File: src/rtl/seq_sync_pkg.sv
// seq_sync_pkg: constants and types shared by the 11101 sync-word framer.
//   SYNC_WORD/SYNC_LEN : sync pattern, sent MSB first
//   GUARD_LEN          : trailing zero bits per frame (>= 2)
//   HIST_W, STUFF_TRIGGER : line-history width and the pattern that forces a stuff
//   state_t            : framer FSM states
package seq_sync_pkg;

    localparam int          SYNC_LEN      = 5;
    localparam logic [4:0]  SYNC_WORD     = 5'b11101;
    localparam int          GUARD_LEN     = 2;
    localparam int          HIST_W        = 4;
    localparam logic [3:0]  STUFF_TRIGGER = 4'b1110;

    typedef enum logic [1:0] {
        IDLE  = 2'd0,
        SYNC  = 2'd1,
        DATA  = 2'd2,
        GUARD = 2'd3
    } state_t;

    function automatic int max3(input int a, input int b, input int c);
        int m;
        m = (a > b) ? a : b;
        return (m > c) ? m : c;
    endfunction

endpackage

File: src/rtl/seq_sync_framer_tx_stuff.sv
// seq_stuff_tracker: remembers the last HIST_W bits put on the line and flags
// when the next payload bit would complete the sync word.
//   clock, reset : clock, async active-low reset
//   clear        : frame accepted; history restarts holding only bit_in
//   shift        : a sync/data/stuffed bit is being emitted this edge
//   bit_in       : value of the bit being emitted
//   stuff_req    : history matches STUFF_TRIGGER
module seq_stuff_tracker
    import seq_sync_pkg::*;
(
    input  logic clock,
    input  logic reset,
    input  logic clear,
    input  logic shift,
    input  logic bit_in,
    output logic stuff_req
);

    logic [HIST_W-1:0] hist;

    always_ff @(posedge clock or negedge reset) begin
        if (!reset)
            hist <= '0;
        else if (clear)
            hist <= {{(HIST_W-1){1'b0}}, bit_in};
        else if (shift)
            hist <= {hist[HIST_W-2:0], bit_in};
    end

    assign stuff_req = (hist == STUFF_TRIGGER);

endmodule

File: src/rtl/seq_sync_framer_tx.sv
// seq_sync_framer_tx: serial transmitter for the 11101 sync-word protocol.
// Frame on the line: SYNC_WORD, DATA_W payload bits MSB first (with a 0
// stuffed wherever the last four line bits are 1110), then GUARD_LEN zeros.
//   clock, reset : clock, async active-low reset
//   load, din    : frame request / payload, accepted when load && ready
//   ready        : high only in IDLE (0 while reset is low)
//   dataout      : registered serial line, 0 when no frame bit is driven
//   busy         : first sync bit through last guard bit
//   sync_phase   : dataout carries a sync bit
//   stuff_flag   : dataout carries a stuffed bit
//   done         : pulse with the last guard bit
module seq_sync_framer_tx
    import seq_sync_pkg::*;
#(
    parameter int DATA_W = 8
) (
    input  logic              clock,
    input  logic              reset,
    input  logic              load,
    input  logic [DATA_W-1:0] din,
    output logic              ready,
    output logic              dataout,
    output logic              busy,
    output logic              sync_phase,
    output logic              stuff_flag,
    output logic              done
);

    localparam int CNT_W = $clog2(max3(SYNC_LEN, DATA_W, GUARD_LEN)) + 1;
    // The sync tail rides in front of the payload so sync and data bits both
    // leave from the MSB of one shifter.
    localparam int SH_W  = SYNC_LEN - 1 + DATA_W;

    state_t           state;
    logic [CNT_W-1:0] cnt;   // SYNC/GUARD: bits left after the current one; DATA: payload bits left
    logic [SH_W-1:0]  sh;

    logic             accept, sync_step, in_data, do_stuff, do_data;
    logic             stuff_req, hist_shift, hist_bit;
    logic [CNT_W-1:0] rem;

    assign ready     = reset && (state == IDLE);
    assign accept    = load && ready;
    assign sync_step = (state == SYNC) && (cnt != '0);
    assign in_data   = ((state == SYNC) && (cnt == '0)) || (state == DATA);
    // Leaving SYNC, the whole payload is still to go.
    assign rem       = (state == SYNC) ? CNT_W'(DATA_W) : cnt;
    assign do_stuff  = in_data && (rem != '0) && stuff_req;
    assign do_data   = in_data && (rem != '0) && !stuff_req;

    assign hist_shift = accept || sync_step || do_data || do_stuff;
    assign hist_bit   = accept ? SYNC_WORD[SYNC_LEN-1] :
                        do_stuff ? 1'b0 : sh[SH_W-1];

    seq_stuff_tracker u_stuff (
        .clock     (clock),
        .reset     (reset),
        .clear     (accept),
        .shift     (hist_shift),
        .bit_in    (hist_bit),
        .stuff_req (stuff_req)
    );

    always_ff @(posedge clock or negedge reset) begin
        if (!reset) begin
            state      <= IDLE;
            cnt        <= '0;
            sh         <= '0;
            dataout    <= 1'b0;
            busy       <= 1'b0;
            sync_phase <= 1'b0;
            stuff_flag <= 1'b0;
            done       <= 1'b0;
        end else begin
            sync_phase <= 1'b0;
            stuff_flag <= 1'b0;
            done       <= 1'b0;
            case (state)
                IDLE: begin
                    dataout <= 1'b0;
                    busy    <= 1'b0;
                    if (accept) begin
                        state      <= SYNC;
                        cnt        <= CNT_W'(SYNC_LEN - 1);
                        sh         <= {SYNC_WORD[SYNC_LEN-2:0], din};
                        dataout    <= SYNC_WORD[SYNC_LEN-1];
                        busy       <= 1'b1;
                        sync_phase <= 1'b1;
                    end
                end
                SYNC, DATA: begin
                    if (sync_step) begin
                        dataout    <= sh[SH_W-1];
                        sh         <= sh << 1;
                        cnt        <= cnt - 1'b1;
                        sync_phase <= 1'b1;
                    end else if (do_stuff) begin
                        // Stuffed zero: payload and counter hold.
                        state      <= DATA;
                        cnt        <= rem;
                        dataout    <= 1'b0;
                        stuff_flag <= 1'b1;
                    end else if (do_data) begin
                        state   <= DATA;
                        cnt     <= rem - 1'b1;
                        dataout <= sh[SH_W-1];
                        sh      <= sh << 1;
                    end else begin
                        // Payload exhausted: first guard zero, never a stuff.
                        state   <= GUARD;
                        cnt     <= CNT_W'(GUARD_LEN - 1);
                        dataout <= 1'b0;
                    end
                end
                GUARD: begin
                    dataout <= 1'b0;
                    if (cnt != '0) begin
                        cnt  <= cnt - 1'b1;
                        done <= (cnt == CNT_W'(1));
                    end else begin
                        // Line stays 0 for this IDLE cycle, separating frames.
                        state <= IDLE;
                        busy  <= 1'b0;
                    end
                end
                default: state <= IDLE;
            endcase
        end
    end

endmodule
File: config.mk
export PLATFORM = sky130hd
export DESIGN_NAME = seq_sync_framer_tx
export DESIGN_NICKNAME = d
export VERILOG_FILES = /design/src/rtl/seq_sync_pkg.sv /design/src/rtl/seq_sync_framer_tx_stuff.sv /design/src/rtl/seq_sync_framer_tx.sv
export SDC_FILE = /design/constraint.sdc
export NUM_CORES = 1
export LEC_CHECK = 0
export BUFFER_PORTS_ARGS = -buffer_cell sky130_fd_sc_hd__buf_2
export CAP_MARGIN = 10
export CELL_PAD_IN_SITES_DETAIL_PLACEMENT = 1
export CELL_PAD_IN_SITES_GLOBAL_PLACEMENT = 2
export CORE_AREA = 10 10 63 104
export CTS_BUF_LIST = sky130_fd_sc_hd__clkbuf_4 sky130_fd_sc_hd__clkbuf_8 sky130_fd_sc_hd__clkbuf_16
export CTS_CLUSTER_DIAMETER = 100
export DETAILED_ROUTE_END_ITERATION = 8
export DIE_AREA = 0 0 73 114
export GPL_TIMING_DRIVEN = 0
export PLACE_DENSITY = 0.8
export REMOVE_ABC_BUFFERS = 1
export SYNTH_ARGS = -nofsm -noshare
export SYNTH_HDL_FRONTEND = slang
export SYNTH_SLANG_ARGS = --single-unit
File: constraint.sdc
create_clock -name clock -period 2.6 [get_ports clock]
set_input_delay 0.52 -clock clock [delete_from_list [all_inputs] [get_ports clock]]
set_output_delay 0.52 -clock clock [all_outputs]
set_load 0.01 [all_outputs]
### After elaboration in Yosys (flattened, before gate mapping)

Index checks and enable logic that the tools add are counted.

* logic and storage cells: 82
* output and inout port bits: 6
* memories: 0
* input bits: 11
* bits in writable memories: 0
* latch bits: 0
* flip-flop bits (word level): 27
* bits in read-only memories: 0

* muxes and demuxes: 36
* reduce and logical (&&, ||, !) cells: 24
* eq/ne operators: 11
* divide/modulo/power cells: 0
* shifts and indexed selects: 0
* $mul: 0
* bitwise logic cells: 0
* $lt $le $gt $ge: 0
* add/subtract/negate cells: 2

Operator list (count)
* 12-bit two-way mux: 4
* 4-bit two-way mux: 8
* 12-bit one-hot mux with 2 select lines: 1
* 1-bit two-way mux: 15
* 4-bit one-hot mux with 3 select lines: 1
* 2-bit != test, second input constant: 4
* 4-bit nonzero test: 2
* 4-bit by 1-bit subtractor with 4-bit output, second input constant: 2
* 1-bit logical AND: 7
* 2-bit two-way mux: 3
* 3-bit != test, second input constant: 2
* 2-bit one-hot mux with 3 select lines: 1
* 2-bit nonzero test: 3
* 2-bit == test, second input constant: 2
* 4-bit by 1-bit == test with 1-bit output, second input constant: 1
* 4-bit == test, second input constant: 1
* 4-bit logical NOT: 1
* 1-bit logical OR: 4
* 1-bit one-hot mux with 2 select lines: 2
* 2-bit AND reduction: 2
* 4-bit AND reduction: 1
* 1-bit one-hot mux with 3 select lines: 1
* 3-bit AND reduction: 1
* 2-bit by 1-bit == test with 1-bit output, second input constant: 1
* other kinds (3): 3

### Logic depth before layout (Yosys ltp)

* word-level depth: 9
* depth in mapped cells: 9

### Hierarchy

Synthesis repeated with hierarchy kept, for this count alone.

* cell total of the unflattened synthesis: 179
* area, all modules: 1672.9 sq um

Modules (own cells, without submodules)
* seq_sync_framer_tx: instances 1, area each 1503.9 sq um, cells each 166
* seq_stuff_tracker: instances 1, area each 168.9 sq um, cells each 13

### Worst setup path after synthesis

OpenSTA, ideal clock, no wires.

* path type: flip-flop to flip-flop
* start: reg cnt[0]
* end: reg sh[10]
* data required time: 2.521 ns
* cell stages (with the launch flop): 10
* arrival: 1.768 ns
* clock period less this slack: 1.848 ns
* setup slack: 0.752 ns
* cells stage by stage: dfrtp_1 buf_6 inv_1 ha_1 nor3b_4 a21o_1 buf_6 a21o_4 buf_12 mux2i_1

* longest elaborated chain between the ends: 7
* elaborated cells between the ends (all ways): 15

Ends and longest elaborated chain
* start: declaration: line seq_sync_framer_tx.sv:35 `logic [CNT_W-1:0] cnt;`
* start signal: assignment: line seq_sync_framer_tx.sv:84 `cnt <= CNT_W'(SYNC_LEN - 1);`
* start signal: assignment: line seq_sync_framer_tx.sv:95 `cnt <= cnt - 1'b1;`
* start signal: assignment: line seq_sync_framer_tx.sv:100 `cnt <= rem;`
* 4-bit logical NOT: line seq_sync_framer_tx.sv:45 `assign in_data = ((state == SYNC) && (cnt == '0)) || (state == DATA);`
* 1-bit logical AND: line seq_sync_framer_tx.sv:45
* 1-bit logical OR: line seq_sync_framer_tx.sv:45
* 1-bit logical AND: line seq_sync_framer_tx.sv:48, seq_sync_framer_tx.sv:49
* 1-bit logical AND, on equally long branches: line seq_sync_framer_tx.sv:49, seq_sync_framer_tx.sv:48
* 3-bit != test (no line)
* 4-bit AND reduction (no line)
* end signal: assignment: line seq_sync_framer_tx.sv:85 `sh <= {SYNC_WORD[SYNC_LEN-2:0], din};`
* end signal: assignment: line seq_sync_framer_tx.sv:94 `sh <= sh << 1;`
* end signal: assignment: line seq_sync_framer_tx.sv:107 `sh <= sh << 1;`
* end: declaration: line seq_sync_framer_tx.sv:36 `logic [SH_W-1:0] sh;`

Several ways; a longest one is shown, not always the timed one.
A chain may end at the register's enable or synchronous reset.

### Final worst setup path

* start: reg cnt[0]
* end: reg sh[9]

The elaborated chain is that of the path after synthesis.

==> summary.txt <==
Die Y-Extent: 114 um
Initial antenna violation count: 0
RSZ-0062 raised after global routing: false
Setup TNS: 0 ns
Clock Root Buffer: clkbuf_8
First DRT Iteration DRCs: 39
WS Path Type: register to register
Total wire length: 4550 um
Hold crit path type: primary input to asynchronous set/reset pin
Skew-Pair Late Insertion Delay: 0.28 ns
Final worst-path cycle share: 91.2%
Die Span X: 73 um
#FFs+latches synth: 27
Slew margin rel.: 55.1%
Site Rows: 34
Ant diodes: 0
Post-CTS Hold Buffers: 0
Antenna-violating nets left: 0
Number of global-route vias before repair: 1621
Required @ worst endpoint: 2.81 ns
Starting Density: 35.9%
Routed vias/inst: 5.85
Core region area: 0.00485 mm2
Post-Syn Instances: 181
Die area: 0.00832 mm2
Number of max-cap violations: 0
GP Congestion: 0.776
Sequential-to-total area share from yosys stat: 38.8%
Worst EP arrival: 2.58 ns
Fin. Hold Viols: 0
Setup Fix Bufs, Post-CTS: 0
Fraction of layout cells with a size suffix above 1: 19.1%
Outcome: finished, final reports clean
# IOs: 17
Synthesized area per cell: 9.62 um2
R2R Setup Slk: 0.23 ns
First-pass DRT Iterations: 2
Gr usage total: 11.5%
Area Overhead vs Synth: 5.46%
Pin count of the biggest net entering global routing: 32
Crit start category: register
Slew @ Worst Pin: 0.672 ns
Slew Viols, Final: 0
Final Setup Violations: 0
Final Skew: 0.00366 ns
Pleak: 0.825 nW
Total gr overflow: 0
YS warnings: 0
CTS sink count: 27
Number of remaining DRC errors: 0
Port bufs: 16
Final core utilization: 37.8%
CTS tree: built
Max Freq: 0.422 GHz
Nets@finish: 206
CP Capture Type: register
Worst-path clk slew: 0.10 ns
Number of CTS-inserted buffers: 3
Clk buf depth: 2
WL/cell: 18.8 um
Quantity of gates resized following cts: 0
Hpwl dp: 3570 um
Most frequent cells in the layout: dfrtp_1 (27), nor2_1 (26), buf_2 (16)
Vias: 1415
Fin crit period: 2.37 ns
Most common cell after layout, fill and taps aside: dfrtp_1
PD cells: 1410 mW/mm2
CP Max Fanout: 11
Max VDD drop: 0.000623 V
H-tree depth reported by CTS: 1
Synth cell types: 49
Mapped cell area: 0.00174 mm2
First-pass GRT wire length: 7800 um
-- kinds of logic (layout without fill, tap and decap cells) --
| kind of cell | count (synthesis) | in the layout | share of synthesized area (%) |
|---|---|---|---|
| AOI/OAI and AO/OA | 51 | 51 | 24.2 |
| adders and majority gates | 6 | 6 | 4.31 |
| xor gates and xnor gates | 1 | 1 | 0.503 |
| and+or+nand+nor | 62 | 62 | 18.3 |
| buffers and inverters | 24 | 31 | 8.05 |
| muxes | 10 | 10 | 5.82 |
| DFF | 27 | 27 | 38.8 |
-- worst max-delay path: stages (launching register included) --
cell	delay, ns
dfrtp_1	0.54
inv_1	0.15
ha_1	0.28
nor3b_4	0.42
a21o_1	0.39
a21o_4	0.29
mux2i_1	0.21
-- per-stage QoR --
| stage | std cells | cell area (um2) | hold WS (ns) | setup slack, ns | total power (W) |
|---|---|---|---|---|---|
| after CTS | 242 | 1840 | 0.289 | 0.189 | 0.00260 |
| after floorplan | 168 | 1640 | 0.224 | 0.730 | 0.00193 |
| final | 242 | 1840 | 0.256 | 0.228 | 0.00258 |
| after detailed placement | 238 | 1790 | 0.517 | 0.218 | 0.00235 |
| after global routing | 242 | 1840 | 0.306 | 0.0669 | 0.00282 |
| after global placement | 238 | 1790 | 0.507 | 0.278 | 0.00227 |
-- synthesized netlist by cell type (all sizes together) --
cell type / number / area (um2)
o31a: 1 / 8.76
o311ai: 1 / 8.76
a21oi: 8 / 40.0
a211oi: 15 / 148
nand4b: 1 / 8.76
a31o: 1 / 8.76
o41ai: 1 / 27.5
nor3: 3 / 15.0
nand3: 3 / 15.0
dfrtp: 27 / 676
xnor2: 1 / 8.76
mux2i: 9 / 90.1
nand2: 11 / 41.3
a41oi: 1 / 8.76
o22ai: 2 / 12.5
nand2b: 4 / 25.0
and2: 3 / 18.8
o311a: 1 / 11.3
buf: 9 / 83.8
a21boi: 1 / 7.51
nand4: 1 / 6.26
nor4: 2 / 12.5
o221ai: 2 / 17.5
and3: 2 / 13.8
a41o: 1 / 10.0
nor3b: 1 / 18.8
clkbuf: 4 / 15.0
o21ai: 8 / 40.0
nand4bb: 1 / 11.3
mux2: 1 / 11.3
o32ai: 1 / 8.76
or4: 1 / 7.51
a21o: 2 / 22.5
o31ai: 1 / 7.51
and4b: 1 / 13.8
nor2: 26 / 97.6
or3: 1 / 6.26
a2111oi: 1 / 8.76
a21bo: 1 / 10.0
ha: 6 / 75.1
inv: 11 / 41.3
nor2b: 1 / 6.26
o211ai: 2 / 15.0
-- routing by layer --
layer	vias up	part of all wire (%)	track usage [%]
li1	668	-	-
met1	702	36	10.9
met2	29	56	21.2
met3	16	4.0	2.78
met4	0	4.2	6.62
met5	-	0	0
-- worst paths after layout --
check / startpoint / end / cells after the start
worst max-delay path: cnt[0] / sh[9] / 6
worst min-delay path: reset / stuff_flag / 1
worst max register to register: cnt[0] / sh[9] / 6
worst min register to register: sh[9] / sh[10] / 2
max in group asynchronous: reset / sync_phase / 1
min in group clock: din[5] / sh[5] / 3
-- power breakdown --
part / internal [W] / total [W] / switching (W) / leakage [nW]
clock: 0.000108 / 0.000252 / 0.000144 / 0.0255
sequential: 0.000611 / 0.000805 / 0.000194 / 0.326
combinational: 0.000636 / 0.00153 / 0.000890 / 0.473
-- state kept, by name, indices dropped and copies added (netlist names) --
name,count
sh,12
u_stuff.hist,4
cnt,4
sync_phase,1
busy,1
dataout,1
state,2
done,1
stuff_flag,1
-- cell type report --
cell class	instances	area (um2)
sequential	27	676
timing repair buffer	16	80.1
clock inverter	1	5.00
clock buffer	3	41.3
fill	591	3010
multi-input combinational	130	925
tap	54	67.6
inverter	11	41.3
Power figures use the tool's default switching activity.
